### src/rtl/riscv_pkg.sv
`default_nettype none
// ============================================================================
// Module      : riscv_pkg
// Description : Shared datapath width, load funct3 encodings, the x0 register
//               index and the load-type enum used by the writeback stage and
//               the data-memory bypass path.
// Revision    : 1.0 - initial release
// ============================================================================
package riscv_pkg;

  // Integer datapath width; must match the register file.
  localparam int XLEN = 64;

  // Register index width and the hard-wired zero register.
  localparam int          REG_AW   = 5;
  localparam logic [4:0]  REG_ZERO = 5'd0;

  // Load funct3 encodings.
  localparam logic [2:0] F3_LB  = 3'b000;
  localparam logic [2:0] F3_LH  = 3'b001;
  localparam logic [2:0] F3_LW  = 3'b010;
  localparam logic [2:0] F3_LD  = 3'b011;
  localparam logic [2:0] F3_LBU = 3'b100;
  localparam logic [2:0] F3_LHU = 3'b101;
  localparam logic [2:0] F3_LWU = 3'b110;

  // Load type as decoded from funct3; 3'b111 has no legal meaning.
  typedef enum logic [2:0] {
    LT_LB      = 3'b000,
    LT_LH      = 3'b001,
    LT_LW      = 3'b010,
    LT_LD      = 3'b011,
    LT_LBU     = 3'b100,
    LT_LHU     = 3'b101,
    LT_LWU     = 3'b110,
    LT_ILLEGAL = 3'b111
  } load_type_e;

  // True when funct3 names an implemented load.
  function automatic logic is_legal_load(input logic [2:0] funct3);
    return (funct3 != 3'b111);
  endfunction

endpackage : riscv_pkg
`default_nettype wire

### src/rtl/regfile_writeback_load_extend.sv
`default_nettype none
// ============================================================================
// Module      : load_extend
// Description : Purely combinational load-data formatter. Selects the byte,
//               halfword, word or doubleword addressed by ld_offset inside an
//               aligned doubleword and sign- or zero-extends it to XLEN.
//               Shared with the data-memory bypass path.
// Revision    : 1.0 - initial release
// ============================================================================
module load_extend #(
  parameter int XLEN = 64
) (
  input  logic [XLEN-1:0] ld_data,
  input  logic [2:0]      ld_funct3,
  input  logic [2:0]      ld_offset,
  output logic [XLEN-1:0] ext_data,
  output logic            ext_legal
);

  import riscv_pkg::*;

  // Field candidates, each shifted down so the addressed field sits at bit 0.
  logic [XLEN-1:0] byte_shift;
  logic [XLEN-1:0] half_shift;
  logic [XLEN-1:0] word_shift;
  logic [7:0]      byte_fld;
  logic [15:0]     half_fld;
  logic [31:0]     word_fld;
  load_type_e      ltype;

  // Offset alignment: halfwords drop offset[0], words drop offset[1:0].
  always_comb begin
    byte_shift = ld_data >> {ld_offset, 3'b000};
    half_shift = ld_data >> {ld_offset[2:1], 4'b0000};
    word_shift = ld_data >> {ld_offset[2], 5'b00000};
    byte_fld   = byte_shift[7:0];
    half_fld   = half_shift[15:0];
    word_fld   = word_shift[31:0];
  end

  // Type decode and extension; illegal encodings produce zero and flag it.
  always_comb begin
    ltype     = load_type_e'(ld_funct3);
    ext_legal = is_legal_load(ld_funct3);
    ext_data  = '0;
    case (ltype)
      LT_LB:   ext_data = {{(XLEN-8){byte_fld[7]}}, byte_fld};
      LT_LH:   ext_data = {{(XLEN-16){half_fld[15]}}, half_fld};
      LT_LW:   ext_data = {{(XLEN-32){word_fld[31]}}, word_fld};
      LT_LD:   ext_data = ld_data;
      LT_LBU:  ext_data = {{(XLEN-8){1'b0}}, byte_fld};
      LT_LHU:  ext_data = {{(XLEN-16){1'b0}}, half_fld};
      LT_LWU:  ext_data = {{(XLEN-32){1'b0}}, word_fld};
      default: ext_data = '0;
    endcase
  end

endmodule : load_extend
`default_nettype wire

### src/rtl/regfile_writeback.sv
`default_nettype none
// ============================================================================
// Module      : regfile_writeback
// Description : Writeback stage driving the single register-file write port.
//               Arbitrates ALU and load results (load priority with an ALU
//               starvation guard), formats load data, suppresses x0 writes
//               and presents each write for exactly one cycle.
// Revision    : 1.0 - initial release
// ============================================================================
module regfile_writeback #(
  parameter int XLEN         = 64,
  parameter int STARVE_LIMIT = 3
) (
  input  logic            clk,
  input  logic            reset,
  input  logic            alu_valid,
  output logic            alu_ready,
  input  logic [4:0]      alu_rd,
  input  logic [XLEN-1:0] alu_data,
  input  logic            ld_valid,
  output logic            ld_ready,
  input  logic [4:0]      ld_rd,
  input  logic [XLEN-1:0] ld_data,
  input  logic [2:0]      ld_funct3,
  input  logic [2:0]      ld_offset,
  output logic            RegWrite,
  output logic [4:0]      RD,
  output logic [XLEN-1:0] WriteData,
  output logic            wb_busy
);

  import riscv_pkg::*;

  localparam int                SW      = $clog2(STARVE_LIMIT + 1);
  localparam logic [SW-1:0]     SAT_MAX = SW'(STARVE_LIMIT);

  logic [SW-1:0]   starve_q, starve_d;
  logic            we_q, we_d;
  logic [4:0]      rd_q, rd_d;
  logic [XLEN-1:0] wd_q, wd_d;

  logic            alu_forced;
  logic            alu_hs;
  logic            ld_hs;
  logic [XLEN-1:0] ld_ext;
  logic            ld_legal;

  load_extend #(
    .XLEN (XLEN)
  ) u_load_extend (
    .ld_data   (ld_data),
    .ld_funct3 (ld_funct3),
    .ld_offset (ld_offset),
    .ext_data  (ld_ext),
    .ext_legal (ld_legal)
  );

  // Arbitration: load wins conflicts unless the ALU has been starved too long.
  always_comb begin
    alu_forced = (starve_q == SAT_MAX);
    ld_ready   = ~reset & ld_valid & ~(alu_valid & alu_forced);
    alu_ready  = ~reset & alu_valid & (~ld_valid | alu_forced);
    alu_hs     = alu_ready;
    ld_hs      = ld_ready;
  end

  // Starvation counter: count lost conflicts, saturate, clear on ALU win or idle.
  always_comb begin
    starve_d = starve_q;
    if (!alu_valid || alu_hs) begin
      starve_d = '0;
    end else if (ld_hs && (starve_q != SAT_MAX)) begin
      starve_d = starve_q + 1'b1;
    end
  end

  // Next write: at most one source per cycle; x0 and illegal loads leave RD/data untouched.
  always_comb begin
    we_d = 1'b0;
    rd_d = rd_q;
    wd_d = wd_q;
    if (alu_hs && (alu_rd != REG_ZERO)) begin
      we_d = 1'b1;
      rd_d = alu_rd;
      wd_d = alu_data;
    end else if (ld_hs && ld_legal && (ld_rd != REG_ZERO)) begin
      we_d = 1'b1;
      rd_d = ld_rd;
      wd_d = ld_ext;
    end
  end

  // State registers with synchronous reset.
  always_ff @(posedge clk) begin
    if (reset) begin
      starve_q <= '0;
      we_q     <= 1'b0;
      rd_q     <= '0;
      wd_q     <= '0;
    end else begin
      starve_q <= starve_d;
      we_q     <= we_d;
      rd_q     <= rd_d;
      wd_q     <= wd_d;
    end
  end

  // Outputs come from flops; reset also blanks a result already registered so it is never committed.
  always_comb begin
    RegWrite  = we_q & ~reset;
    RD        = reset ? REG_ZERO : rd_q;
    WriteData = reset ? '0 : wd_q;
    wb_busy   = RegWrite;
  end

endmodule : regfile_writeback
`default_nettype wire

### config.mk
export PLATFORM = sky130hd
export DESIGN_NAME = regfile_writeback
export DESIGN_NICKNAME = d
export VERILOG_FILES = /design/src/rtl/riscv_pkg.sv /design/src/rtl/regfile_writeback_load_extend.sv /design/src/rtl/regfile_writeback.sv
export SDC_FILE = /design/constraint.sdc
export NUM_CORES = 1
export LEC_CHECK = 0
export ABC_AREA = 0
export CORE_MARGIN = 2
export CORE_UTILIZATION = 42
export DETAILED_ROUTE_END_ITERATION = 8
export PLACE_DENSITY = 0.81
export SYNTH_ARGS = -nofsm -noshare
export SYNTH_HDL_FRONTEND = slang
export SYNTH_SLANG_ARGS = --single-unit
### constraint.sdc
create_clock -name clk -period 1.9 [get_ports clk]
set_input_delay 0.19 -clock clk [delete_from_list [all_inputs] [get_ports clk]]
set_output_delay 0.19 -clock clk [all_outputs]
set_load 0.01 [all_outputs]
Word-level counts from Yosys, hierarchy flattened
Cells that the tools add are included.
{"block": "word_totals", "register_bits": 72, "input_bits": 148, "out_inout_bits": 73, "wordCells": 47}
{"block": "classes", "add_sub_neg": 1, "eq_ne": 9, "shift": 3, "n_mux": 9, "bitwise": 10, "reduce_logical": 11}
{"op": "64-bit one-hot mux with 7 select lines", "n": 1}
{"op": "64-bit 2-to-1 mux", "n": 3}
{"op": "64-bit by 6-bit >> shifter with 16-bit output", "n": 1}
{"op": "64-bit by 6-bit >> shifter with 32-bit output", "n": 1}
{"op": "64-bit by 6-bit >> shifter with 8-bit output", "n": 1}
{"op": "5-bit 2-to-1 mux", "n": 3}
{"op": "5-bit nonzero test", "n": 2}
{"op": "3-bit == test (second input constant)", "n": 3}
{"op": "1-bit AND", "n": 6}
{"op": "3-bit by 2-bit == test with 1-bit output (second input constant)", "n": 2}
{"op": "1-bit logical AND", "n": 4}
{"op": "3-bit by 1-bit == test with 1-bit output (second input constant)", "n": 1}
{"op": "3-bit logical NOT", "n": 1}
{"op": "3-bit inequality test (second input constant)", "n": 1}
{"op": "1-bit NOT", "n": 3}
{"op": "2-bit by 1-bit adder with 2-bit output (second input constant)", "n": 1}
{"op": "2-bit == test (second input constant)", "n": 1}
{"op": "1-bit 2-to-1 mux", "n": 2}
{"op": "2-bit inequality test (second input constant)", "n": 1}
{"op": "2-bit nonzero test", "n": 1}
{"op": "2-bit OR reduction", "n": 1}
{"op": "1-bit logical NOT", "n": 1}
{"op": "1-bit logical OR", "n": 1}
{"op": "1-bit bitwise OR", "n": 1}

Depth between registers and ports, before layout
Gate-level depths: netlist (run 1).
{"block": "depth", "word_depth": 8, "mapped_depth": 8, "mapped_depth_nobuf": 6}

Hierarchy
From an unflattened synthesis (run 1), not the netlist that was laid out.
{"block": "unflattened", "hier_cells": 748, "area_unflattened_um2": 5691.7}
{"module": "regfile_writeback", "n_inst": 1, "cells_per_inst": 490, "area_per_inst_um2": 3880.0, "seq_area_each_um2": 1441.4}
{"module": "load_extend", "n_inst": 1, "cells_per_inst": 258, "area_per_inst_um2": 1811.7, "seq_area_each_um2": 0.0}

Worst setup path before layout (run 1)
Ideal clock, no wire load.
{"block": "synth_timing", "path_type": "input to register", "startpoint": "in ld_offset[2]", "endpoint": "reg wd_q[43]", "setup_time_ns": 0.140, "arrival_ns": 1.592, "t_required_ns": 1.760, "path_slack_ns": 0.168, "cell_stages": 7, "path_buffers": 2, "cell_sequence": "buf_2 -> mux4_2 -> nand3_1 -> o31ai_4 -> o21ai_4 -> buf_6 -> o2111ai_2"}
{"block": "synth_between", "elab_chain_len": 4, "word_cells_on_any_way": 6, "cone_classes": "shift (3); mux (3)"}
{"element": "start: declaration", "line": "regfile_writeback.sv:25", "text": "input logic [2:0] ld_offset,"}
{"element": "64-bit by 6-bit >> shifter with 32-bit output (tied with other cells)", "line": "regfile_writeback_load_extend.sv:35", "text": "word_shift = ld_data >> {ld_offset[2], 5'b00000};"}
{"element": "64-bit one-hot mux with 7 select lines *", "line": "regfile_writeback_load_extend.sv:46", "text": "case (ltype)"}
{"element": "64-bit 2-to-1 mux *", "line": "regfile_writeback.sv:86", "text": "end else if (ld_hs && ld_legal && (ld_rd != REG_ZERO)) begin"}
{"element": "64-bit 2-to-1 mux *", "line": "regfile_writeback.sv:82", "text": "if (alu_hs && (alu_rd != REG_ZERO)) begin"}
{"element": "end signal: assignment", "line": "regfile_writeback.sv:104", "text": "wd_q <= wd_d;"}
{"element": "end: declaration", "line": "regfile_writeback.sv:40", "text": "logic [XLEN-1:0] wd_q, wd_d;"}
Mark *: on every way between the ends. The rest lies on a longest branch, timed or not. The select of a mux whose other input is x is not followed.
A chain may end at the register's enable or synchronous reset.

Worst setup path in the final report (run 1)
{"block": "layout_timing", "startpoint": "in ld_data[31]", "endpoint": "reg wd_q[46]"}
{"block": "layout_between", "elab_chain_len": 4, "word_cells_on_any_way": 6, "cone_classes": "shift (3); mux (3)"}
{"element": "start: declaration", "line": "regfile_writeback.sv:23", "text": "input logic [XLEN-1:0] ld_data,"}
{"element": "64-bit by 6-bit >> shifter with 32-bit output (tied with other cells)", "line": "regfile_writeback_load_extend.sv:35"}
{"element": "64-bit one-hot mux with 7 select lines *", "line": "regfile_writeback_load_extend.sv:46"}
{"element": "64-bit 2-to-1 mux *", "line": "regfile_writeback.sv:86"}
{"element": "64-bit 2-to-1 mux *", "line": "regfile_writeback.sv:82"}
Marked as above.

==> impl_results.md, run 1 <==
* Area contributors post-synth: dfxtp_1 (30%), nor2b_1 (9.4%), nand2_1 (9.2%)
* HP Class: in2reg
* Routed Antenna Nets at 0
* Kind of critical path: in2reg
* Worst slew pin tran at 0.540 ns
* Primary FF master, synth: dfxtp_1
* Clk pwr share at 35.8%
* Clock-pin slew on the worst setup and hold paths at roughly 0.060 ns
* Num CTS Buffers at 9
* Post-synthesis cell area at 0.00484 mm2
* Synth top area share at 29.8%
* FP Rows at 39
* CP Data Required Time at approximately 2.1 ns
* Post-synth EDFFs at 0
* Starting Density at around 43%
* Cell count after synthesis at between 500 and 600
* Largest net degree at the start of global routing at between 40 and 50
* First-pass GRT wire length at around 32 mm
* CTS Root Cell: clkbuf_16
* Final min period at approximately 1.9 ns
* TritonCTS Sinks at between 70 and 80
* Finished Cell Area at between 0.008 and 0.009 mm2
* Crit start category: input port
* Status: completed
* PortBufs at 220
* Crit Path Max Fanout at 22
* DRC violations left at 0
* Clock Skews at 0.00730 ns
* Max Fclk at around 540 MHz
* Mean post-synth cell area at a little under 9 um2
* Placed cells at slightly below 1000
* Initial antenna violation count at 0
* Slew HR at 63.7%
* IO Count at 221
* Fin crit share at between 90% and 100%
* Via-per-instance ratio at between 5 and 6
* Slew Viols, Final at 0
* Sequential-to-total area share from yosys stat at ~30%
* Pwr per Cell Area at just over 600 mW/mm2
* Gr ovfl total at 0
* Layout cell share with drive strength beyond 1 at between 20% and 30%
* Starting DRT DRC Count at ~650
* Post-DP HPWL at about 16 mm
* Gate power share at between 30% and 40%
* Ant diodes at 0
* Worst Setup End Kind: flip-flop
* DRT Pass-1 Iters at 6
* Placed inst area at just under 0.008 mm2
* Peak supply drop at 0.000518 V
* Final cell count without fillers at between 900 and 1000
* Final hold vios at 0
* Max-cap viol count at 0
* Die height at around 110 um
* Leak at between 3 and 4 nW
* Synthesized Nets at a little over 700
* Area leader, netlist: dfxtp_1
* Final net count at 992
* Vias in the first global route at 5718
* Seq cells post-synth at 72
* CTS tree: done
* Final WL at roughly 22 mm
* Via count at approximately 5900
* GPL Wtd Cong at around 1
* Sequential cell area at approximately 0.0014 mm2
* GRT Util Overall at around a third
* Die W at 111 um
* Post-synthesis cell type count at 61
* Die area at between 0.01 and 0.015 mm2
* Sw frac at 27.5%
* Yosys warns at 0
* Core area at approximately 0.011 mm2
* WL/cell at around 22 um
* CTS H-tree depth at 3
* Sw power at about 1.4 mW
* Pint at 3.78 mW
* Post-synth ARST share at 0%
* Crit path arrival time at 2.04 ns
* FILL cells at ~850
* Area grow syn2layout at 73.8%
* Clock latency at the later pin of the worst-skew pair at between 0.3 and 0.4 ns
* Final setup viols at 0
* Area of the multi-input gates at 0.00315 mm2
* Seq pwr share at 32.7%
* CTS max path bufs at 2
power groups by stage:
| stage | registers [mW] | clock network (mW) | logic [mW] |
|---|---|---|---|
| final | 1.70 | 1.87 | 1.65 |
| after global routing | 1.72 | 1.93 | 1.73 |
| after CTS | 1.70 | 1.85 | 1.57 |
| after detailed placement | 1.73 | 0 | 1.54 |
| after global placement | 1.73 | 0 | 1.52 |
| after floorplan | 1.72 | 0 | 0.685 |
stage by stage:
stage	util, %	setup WS [ns]	TNS [ns]	power (mW)	hold slack [ns]
global placement	68.8	-0.422	-23.99	3.25	0.412
detailed placement	68.8	-0.436	-25.73	3.27	0.424
CTS	72.2	0.00127	0	5.12	0.269
floorplan	-	0.168	0	2.40	0.308
finish	74.3	0.0453	0	5.22	0.267
global route	74.3	-0.0329	-0.0839	5.38	0.285
worst paths after layout:
check                                 from                  endpoint  slack, ns  cells after the start
setup reg to reg  starve_q[0]$_SDFFE_PP0P_      rd_q[2]$_SDFFE_PP0P_       0.09                      8
hold reg to reg   starve_q[0]$_SDFFE_PP0P_  starve_q[0]$_SDFFE_PP0P_       0.43                      1
setup / recovery               ld_data[31]     wd_q[46]$_SDFFE_PP0P_       0.05                      7
hold / removal                    ld_rd[4]      rd_q[4]$_SDFFE_PP0P_       0.27                      3
worst max-delay path, cell delays in order:
cell	delay, ns
clkdlybuf4s50_1	0.50
mux4_2	0.52
nand3_1	0.14
o31ai_4	0.10
o21ai_4	0.23
buf_12	0.19
o2111ai_1	0.16
cells in the mapped netlist, drive strengths merged, types with 13 or more instances:
library cell,number
clkbuf,24
dfxtp,72
o21ai,13
a221oi,15
a221o,13
buf,30
mux4,15
mux2i,19
nor2b,73
nand2,119
o2111ai,34
a22oi,19
nor2,16
cell families (layout without fill, tap and decap cells):
| logic type | Yosys count | after routing | synth area share, % |
|---|---|---|---|
| and+or+nand+nor | 234 | 234 | 23.4 |
| AOI/OAI and AO/OA | 152 | 152 | 28.4 |
| DFF | 72 | 72 | 29.8 |
| buffers and inverters | 60 | 353 | 6.54 |
| muxes | 36 | 36 | 11.7 |
| adders and majority gates | 1 | 1 | 0.259 |
cells in the final DEF, fill, tap and decap left out, types with 3 or more instances in the layout:
cell type / instances
a211o_1: 3
clkbuf_16: 13
nor3_1: 6
o22ai_2: 9
o2111ai_1: 27
nor2b_1: 72
a221o_1: 13
mux4_2: 11
mux4_1: 4
o2111ai_2: 7
a221oi_2: 11
dfxtp_1: 72
a31oi_1: 12
nand2b_1: 4
nand2_1: 118
buf_6: 3
nor2_1: 14
a222oi_1: 4
inv_1: 4
mux2i_1: 19
a22oi_1: 19
buf_12: 11
a21oi_1: 11
clkdlybuf4s50_1: 208
a221oi_1: 4
o21ai_0: 10
a2bb2oi_1: 3
buf_4: 92
dlymetal6s2s_1: 9
registers in the layout, indices dropped and copies added (netlist names):
| register | count |
|---|---|
| starve_q | 2 |
| wd_q | 64 |
| we_q | 1 |
| rd_q | 5 |
cell type report:
class	count	area share (%)
well taps	143	2.13
clock buffers	11	2.89
inverters	6	0.268
multi-input cells	423	37.5
clock inverters	5	0.952
repair buffers	331	39.1
flip-flops and latches	72	17.1
routing by layer:
metal  vias up  GRT usage [%]  wire, um
met5         -              0         0
met4         0           8.31       544
met3        48           8.20      1970
met2       370           54.8     10400
met1      2794           43.5      8810
li1       2646              -         -
timing repair:
action,CTS,global route
pin swaps,1,6
buffers inserted,0,8
cloned,1,4
setup endpoints to repair,57,57
hold buffers,0,0
gates resized for setup,8,20
(Power assumes the default switching activity.)
==> run 2: changes to the inputs <==
--- a/config.mk
+++ b/config.mk
@@ -10,6 +10,7 @@
 export CORE_UTILIZATION = 42
 export DETAILED_ROUTE_END_ITERATION = 8
 export PLACE_DENSITY = 0.81
+export SKIP_CTS_REPAIR_TIMING = 1
 export SYNTH_ARGS = -nofsm -noshare
 export SYNTH_HDL_FRONTEND = slang
 export SYNTH_SLANG_ARGS = --single-unit
==> run 2 against run 1 <==
  * Core utilization down 0.87 points
  * Non-clock buffer count down 4
  * Global-route usage down 0.53 points
  * Cell count down 0.40%
  * Power down 0.71%
  * First-iteration DRC count down 12%
  * Largest cell class unchanged
  * Design area down 1.2%
  * Wire length down 3.0%
  * Via count down 1.8%
  * Hold slack better by 0.026 ns
==> impl_results.md, run 2 (same netlist as run 1, synthesis figures left out) <==
* Status: completed
* Worst Setup End Kind: flip-flop
* Die W at 111 um (unchanged)
* Gr ovfl total at 0 (unchanged)
* Commonest non-fill, non-tap cell in the layout: clkdlybuf4s50_1
* DRC violations left at 0 (unchanged)
* Crit Path Max Fanout at 21 (-4.5%)
* Slew HR at 63.1% (-0.59 points)
* Crit path arrival time at 2.08 ns (+0.04 ns)
* Finished Cell Area at 0.00831 mm2 (-1.2%)
* CTS Root Cell: clkbuf_16
* Die area at 0.0124 mm2 (unchanged)
* Fin crit share at 98.2% (+0.55 points)
* Final cell count without fillers at 987 (-0.40%)
* Worst setup margin at 0.0348 ns (-0.0105 ns)
* DP Worst Slack at -0.436 ns (unchanged)
* PortBufs at 220 (unchanged)
* Kind of critical path: in2reg
* Routed Antenna Nets at 0 (unchanged)
* Slew Viols, Final at 0 (unchanged)
* Hold Path Stages at 3 (unchanged)
* CTS tree: done
* FP Rows at 39 (unchanged)
* CP Data Required Time at 2.12 ns (+0.04 ns)
* Final min period at 1.87 ns (+0.0105 ns)
* IO Count at 221 (unchanged)
* Final hold vios at 0 (unchanged)
* Largest stage delay on the critical path at 0.53 ns (about the same)
* Largest net degree at the start of global routing at 43 (+2.4%)
* Slowest CP cell: or4_4
* Worst-path cell chain: clkdlybuf4s50_1 -> or4_4 -> nor2_4 -> or2_4 -> buf_12 -> a31oi_1 -> a221o_1
* Peak supply drop at 0.000510 V (-1.5%)
* CTS H-tree depth at 3 (unchanged)
* Max-cap viol count at 0 (unchanged)
* Final WL at 21.1 mm (-3.0%)
* Final net count at 988 (-0.40%)
* GRT Util Overall at 32.6% (-0.53 points)
* TritonCTS Sinks at 72 (unchanged)
* Most frequent cells in the layout: clkdlybuf4s50_1 (210), nand2_1 (119), buf_4 (92)
* Ant diodes at 0 (unchanged)
* Clock Skews at 0.00926 ns (+0.00196 ns)
* Area grow syn2layout at 71.8%
* Initial antenna violation count at 0 (unchanged)
* Final setup viols at 0 (unchanged)
* Core area at 0.0113 mm2 (unchanged)
* WL/cell at 21.3 um (-2.6%)
* Starting Density at 42.7% (unchanged)
* Num CTS Buffers at 9 (unchanged)
* HP Class: in2reg
* CTS max path bufs at 2 (unchanged)
* Max Fclk at 536 MHz (-0.56%)
* Layout cell share with drive strength beyond 1 at 21.6% (-0.37 points)
* Leak at 3.29 nW (-1.7%)
* Biggest regs: wd_q: 64 flops, rd_q: 5 flops, starve_q: 2 flops
* Pwr per Cell Area at 623 mW/mm2 (+0.47%)
* Vias in the first global route at 5690 (-0.49%)
* Via-per-instance ratio at 5.83 (-1.4%)
* GPL Wtd Cong at 0.979 (unchanged)
* Worst slew pin tran at 0.549 ns (+0.00876 ns)
* First-pass GRT wire length at 31.7 mm (-1.5%)
* Placed cells at 962 (unchanged)
* Clock latency at the later pin of the worst-skew pair at 0.34 ns (about the same)
* Post-DP HPWL at 16.0 mm (unchanged)
* Placed inst area at 0.00779 mm2 (unchanged)
* Util after Layout at 73.4% (-0.87 points)
* DRT Pass-1 Iters at 7 (+1)
* Crit start category: input port
* Via count at 5751 (-1.8%)
* Die height at 111 um (unchanged)
* R2r worst-path depth at 8 (unchanged)
* Hold slack final at 0.293 ns (+0.0259 ns)
* Starting DRT DRC Count at 567 (-12%)
* Top reg by flops: wd_q
* Max reg flops at 64 (unchanged)
* Clock-pin slew on the worst setup and hold paths at 0.06 ns (about the same)
[run 2: critical path: cells and delay by family]
kind	cells	cell delay [ns]
AND/OR/NAND/NOR	3	0.91
AO/OA/AOI/OAI	2	0.36
buffers and inverters	2	0.60
[run 2: routing by layer]
layer  wire length, um  up-vias  global-route usage, %
li1                  -     2642                      -
met1              8760     2710                   42.7
met2              9920      347                   53.7
met3              1850       52                   8.47
met4               537        0                   8.31
met5                 0        -                      0
[run 2: report_power, final]
group | leakage, nW | total [mW] | internal (mW) | switching, mW
Clock | 0.152 | 1.86 | 1.18 | 0.679
Combinational | 2.54 | 1.61 | 0.913 | 0.701
Sequential | 0.595 | 1.70 | 1.66 | 0.0379
Total | 3.29 | 5.18 | 3.76 | 1.42
[run 2: worst paths after layout]
check / slack (ns) / to / startpoint
worst max-delay path: 0.03 / wd_q[11]$_SDFFE_PP0P_ / ld_rd[1]
worst min-delay path: 0.29 / starve_q[1]$_SDFFE_PP0P_ / reset
worst max register to register: 0.12 / rd_q[2]$_SDFFE_PP0P_ / starve_q[0]$_SDFFE_PP0P_
worst min register to register: 0.43 / starve_q[0]$_SDFFE_PP0P_ / starve_q[0]$_SDFFE_PP0P_
[run 2: area by class of cell]
cell class | count | area, um2
Multi-Input combinational cell | 423 | 3160
Clock buffer | 11 | 243
Clock inverter | 5 | 80.1
Timing Repair Buffer | 327 | 3190
Inverter | 6 | 22.5
Sequential cell | 72 | 1440
Tap cell | 143 | 179
Fill cell | 860 | 3010
[run 2: metrics by stage]
stage	TNS, ns	power, mW
4_1_cts	-2.44	5.11
5_1_grt	-0.0834	5.35
3_3_place_gp	-23.99	3.25
6_report	0	5.18
3_5_place_dp	-25.73	3.27
2_1_floorplan	0	2.40
